[config.mk]
export PLATFORM = sky130hd
export DESIGN_NAME = vga_timing_gen
export DESIGN_NICKNAME = d
export VERILOG_FILES = /design/src/rtl/vga_timing_gen.sv
export SDC_FILE = /design/constraint.sdc
export NUM_CORES = 1
export LEC_CHECK = 0
export CAP_MARGIN = 10
export CORE_MARGIN = 3
export CORE_UTILIZATION = 54
export CTS_BUF_LIST = sky130_fd_sc_hd__clkbuf_8
export DETAILED_ROUTE_END_ITERATION = 12
export GPL_TIMING_DRIVEN = 0
export HOLD_SLACK_MARGIN = 0.1
export PLACE_DENSITY = 0.81
export SLEW_MARGIN = 20
export SYNTH_ARGS = -nofsm -noshare
export SYNTH_HDL_FRONTEND = slang
export SYNTH_SLANG_ARGS = --single-unit
export TNS_END_PERCENT = 1
[constraint.sdc]
create_clock -name clk -period 2.54 [get_ports clk]
set_input_delay 0.635 -clock clk [delete_from_list [all_inputs] [get_ports clk]]
set_output_delay 0.635 -clock clk [all_outputs]
set_load 0.01 [all_outputs]
[src/rtl/vga_timing_gen.sv]
// vga_timing_gen
//   Generates VGA raster timing for the display path. A clock divider produces a
//   one-clk pixelTick every PIX_DIV clks. The hCount/vCount raster counters advance
//   on each tick. hSync, vSync, bright and frameStart are derived from the next-state
//   counter values and registered alongside them, so every output is coherent with
//   the hCount/vCount that is visible on the same cycle.
// Ports
//   clk         in   1   system clock
//   rst_n       in   1   asynchronous, active-low reset
//   pixelTick   out  1   one-clk pulse per pixel; the counters advance on it
//   hCount      out  10  horizontal pixel index, 0..H_TOTAL-1
//   vCount      out  10  line index, 0..V_TOTAL-1
//   hSync       out  1   active-low, 0 while hCount < H_SYNC
//   vSync       out  1   active-low, 0 while vCount < V_SYNC
//   bright      out  1   1 inside the visible window
//   frameStart  out  1   one-clk pulse when the raster wraps to (0,0)
module vga_timing_gen #(
   parameter int unsigned PIX_DIV  = 4,
   parameter int unsigned H_SYNC   = 96,
   parameter int unsigned H_BP     = 48,
   parameter int unsigned H_ACTIVE = 640,
   parameter int unsigned H_TOTAL  = 800,
   parameter int unsigned V_SYNC   = 2,
   parameter int unsigned V_BP     = 33,
   parameter int unsigned V_ACTIVE = 480,
   parameter int unsigned V_TOTAL  = 525
) (
   input  logic       clk,
   input  logic       rst_n,
   output logic       pixelTick,
   output logic [9:0] hCount,
   output logic [9:0] vCount,
   output logic       hSync,
   output logic       vSync,
   output logic       bright,
   output logic       frameStart
);

   localparam logic [2:0] DIV_LAST = 3'(PIX_DIV - 1);
   localparam logic [9:0] H_LAST   = 10'(H_TOTAL - 1);
   localparam logic [9:0] V_LAST   = 10'(V_TOTAL - 1);
   localparam logic [9:0] H_SYNC_W = 10'(H_SYNC);
   localparam logic [9:0] V_SYNC_W = 10'(V_SYNC);
   localparam logic [9:0] H_VIS_LO = 10'(H_SYNC + H_BP);
   localparam logic [9:0] H_VIS_HI = 10'(H_SYNC + H_BP + H_ACTIVE);
   localparam logic [9:0] V_VIS_LO = 10'(V_SYNC + V_BP);
   localparam logic [9:0] V_VIS_HI = 10'(V_SYNC + V_BP + V_ACTIVE);

   logic [2:0] divCount;
   logic [2:0] divNext;
   logic       tickNext;
   logic [9:0] hNext;
   logic [9:0] vNext;
   logic       frameWrap;

   // The tick is registered on the same edge that advances the counters, so the
   // cycle with pixelTick=1 already shows the new hCount/vCount.
   always_comb begin
      tickNext  = (divCount == DIV_LAST);
      divNext   = tickNext ? '0 : divCount + 3'd1;
      hNext     = hCount;
      vNext     = vCount;
      frameWrap = 1'b0;
      if (tickNext) begin
         if (hCount == H_LAST) begin
            hNext = '0;
            if (vCount == V_LAST) begin
               vNext     = '0;
               frameWrap = 1'b1;
            end else begin
               vNext = vCount + 10'd1;
            end
         end else begin
            hNext = hCount + 10'd1;
         end
      end
   end

   always_ff @(posedge clk or negedge rst_n) begin
      if (!rst_n) begin
         divCount   <= '0;
         pixelTick  <= 1'b0;
         hCount     <= '0;
         vCount     <= '0;
         hSync      <= 1'b0;
         vSync      <= 1'b0;
         bright     <= 1'b0;
         frameStart <= 1'b0;
      end else begin
         divCount   <= divNext;
         pixelTick  <= tickNext;
         hCount     <= hNext;
         vCount     <= vNext;
         hSync      <= (hNext >= H_SYNC_W);
         vSync      <= (vNext >= V_SYNC_W);
         bright     <= (hNext >= H_VIS_LO) && (hNext < H_VIS_HI) &&
                       (vNext >= V_VIS_LO) && (vNext < V_VIS_HI);
         frameStart <= frameWrap;
      end
   end

endmodule

==> flow_metrics.py <==
metrics = {
    "status": {
        "outcome": "finished clean",
    },
    "timing": {
        "whs_ps": 367.4,
        "fmax_ghz": 0.4226,
        "fin_setup_tns_ps": 0,
        "fin_crit_sh": 0.9316,
        "max_slew_margin": 0.5846,
        "rsz0062_at_grt": "no",
        "maxSlewViolCount": 0,
        "final-setup-viol-count": 0,
        "hold_viol_final": 0,
        "fin_skew_ps": 3.417,
        "fin_crit_ps": 2366,
        "worst_pin_slew_ps": 623.1,
    },
    "yosys": {
        "netlist_instances": 159,
        "synth-adder-area-share": 0.03215,
        "synth.top_cell.area_share": 0.4502,
        "synth.yosys.warnings": 0,
        "ys_top_cells_by_area": "dfrtp_1 45%, nand2_1 3.9%, ha_1 3.2%, nand3_1 2.9%, o21ai_0 2.9%",
        "synth_area_leader_cell": "dfrtp_1",
        "synth_seq_cells": 28,
        "synth_ff_type": "dfrtp_1",
        "post_synth_instance_area_mm2": 0.001556,
        "synth_common_cells": "28 x dfrtp_1, 16 x nand2_1, 12 x inv_1, 12 x nor2_1",
        "synth_compound_area_frac": 0.1519,
        "syn_area_per_cell_um2": 9.789,
        "synth_edf_count": 0,
        "ys_seq_area_frac": 0.4502,
        "synth.area.mux_share": 0.01367,
        "syn-num-nets": 165,
        "synthSimpleGateAreaFrac": 0.2749,
        "synth.most_common_cell": "dfrtp_1",
        "synthXorXnorAreaFrac": 0.04502,
        "synth_top_family_by_area": "simple AND/OR/NAND/NOR gates",
        "synth-async-reset-ratio": 1.000,
        "yosysUniqueCellTypes": 46,
    },
    "clock_network": {
        "cts_buffer_depth": 2,
        "cts_root_buf": "clkbuf_8",
        "cts_tree": "done",
        "cts_max_level": 1,
        "clock_latency_ps": 270,
        "numCtsBuffers": 3,
        "cts_sinks": 28,
        "clkTransAtPathRegs_ps": 90,
    },
    "worst_setup_path": {
        "reg2reg_from": "hCount[0]",
        "cp.arrival_ps": 2510,
        "reg2regPathDepth": 8,
        "crit_path_end_kind": "register",
        "cp-start-kind": "register",
        "r2r_slack_ps": 170,
        "worst-setup-path-type": "reg -> reg",
        "r2r_end": "vSync",
        "cpPeakStageDelay_ps": 440,
        "worstPathMaxFanout": 6,
        "cp_slowest_cell": "dfrtp_1",
        "required_ps": 2690,
        "worstPathCellList": "ha_2 -> nor2b_1 -> nand4_1 -> nor2_2 -> nand3_1 -> a21oi_1 -> a31oi_1 -> or4_1",
    },
    "drt": {
        "vias": 1298,
        "antenna_left": 0,
        "drt_iter0_markers": 46,
        "wirelength_um": 3258,
        "vias_per_cell": 5.900,
        "drc": 0,
        "first_pass_iters": 5,
        "wl_per_cell_um": 14.81,
    },
    "die": {
        "core-area_mm2": 0.002613,
        "initial_core_util": 0.5958,
        "top_level_ports": 27,
        "die_area_mm2": 0.003562,
        "fp.dieH_um": 59.69,
        "fp.dieW_um": 59.69,
        "rows": 18,
    },
    "power": {
        "max-vdd-ir-drop_mv": 0.2885,
        "p_leak_uw": 0.0008397,
        "p_per_area_mw_per_mm2": 379.7,
    },
    "global_route": {
        "first_global_vias": 1259,
        "antenna_found_initial": 0,
        "grt_usage": 0.2060,
        "grt_max_degree": 29,
        "gr-total-overflow": 0,
        "grt_pass1_wl_um": 5671,
    },
    "placement": {
        "hpwl_um": 2417,
        "gp_congestion": 0.8558,
        "placed_area_mm2": 0.001849,
        "placed_cells": 215,
        "portBuffers": 26,
    },
    "final_layout": {
        "area_growth_syn_to_layout_pct": 23.47,
        "layout.nets": 197,
        "layout-drive-gt1-share": 0.1158,
        "design_area_mm2": 0.001922,
        "fillers": 176,
        "stdcell_count": 220,
        "diodes": 0,
    },
    "job": {
        "cap_violations": 0,
    },
    "hold_path": {
        "hp-class": "in -> async",
    },
}
layout by cell type (no fill, tap or decap), types with 2 or more instances in the layout:
| master | n |
|---|---|
| inv_1 | 12 |
| clkbuf_8 | 4 |
| and3_1 | 2 |
| xor2_1 | 4 |
| nor2_1 | 11 |
| o211a_1 | 2 |
| nand3b_1 | 2 |
| buf_2 | 2 |
| nand3_1 | 9 |
| clkdlybuf4s50_1 | 25 |
| o21ai_1 | 3 |
| a21o_1 | 4 |
| nand4_1 | 3 |
| nor2b_1 | 2 |
| nor4_1 | 2 |
| o21ai_0 | 8 |
| a31oi_1 | 4 |
| xnor2_1 | 4 |
| ha_1 | 3 |
| a21oi_1 | 4 |
| and2_1 | 3 |
| nor3_1 | 3 |
| dfrtp_1 | 28 |
| o31ai_1 | 3 |
| nand2_1 | 16 |
worst max-delay path, delay by kind of cell, from the launching register on:
kind | cells | cell delay, ps
simple gates | 5 | 1270
flops | 1 | 440
compound gates | 2 | 270
fa+ha+maj | 1 | 260
worst max path at each step:
stage / start / to / slack, ps / depth (start not counted)
floorplan: hCount[0] / vSync / 360 / 8
global placement: hCount[0] / bright / 150 / 8
detailed placement: hCount[0] / vSync / 100 / 8
CTS: hCount[0] / vSync / 80 / 8
global route: hCount[0] / bright / 40 / 9
finish: hCount[0] / vSync / 170 / 8
what timing repair did:
item / in CTS / in global routing
endpoints found under the setup margin: 0 / 2
hold buffers: 0 / 0
buffers inserted: 0 / 1
gates resized for setup: 0 / 4
metal layers:
layer  track usage  vias to the layer above  share of wire
met4       0.06329                        0          0.014
met5             0                        -              0
met1        0.2887                      624           0.46
met2        0.3318                       36           0.48
li1              -                      631              -
met3       0.02592                        7          0.045
kinds of logic (layout without fill, tap and decap cells):
logic type,Yosys count,count (layout)
buf+inv,13,44
compound gates,34,34
flops,28,28
fa+ha+maj,4,4
simple gates,70,70
mux,2,2
xor+xnor,8,8
sequential cells by signal, indices dropped and copies added, names as in the netlist:
register and count:
bright 1, vSync 1, vCount 10, frameStart 1
pixelTick 1, divCount 3, hCount 10, hSync 1
metrics by stage:
stage                     setup slack (ps)    util  power [µW]
after floorplan                      357.3       -       454.3
after global placement               148.7  0.7098       464.2
after detailed placement             100.3  0.7079       463.8
after CTS                            77.82  0.7289       741.3
after global routing                 41.27  0.7356       757.4
final                                173.8  0.7356       729.8
cell type report:
class	instances	area, µm²	area share
multi-input cells	118	815.8	0.4245
clock buffers	4	55.05	0.02865
flip-flops and latches	28	700.7	0.3646
plain buffers	1	5.005	0.002604
well taps	30	37.54	0.01953
inverters	12	45.04	0.02344
repair buffers	27	262.8	0.1367
report_power, final:
group          switching, µW  internal, µW  leakage, µW  total (µW)
Sequential                 0           445     0.000377         445
Clock                    137           139    0.0000288         276
Combinational           8.31         0.551     0.000434        8.86
Total                    145           585     0.000840         730
Note: power is estimated with default switching activity, not from simulation.
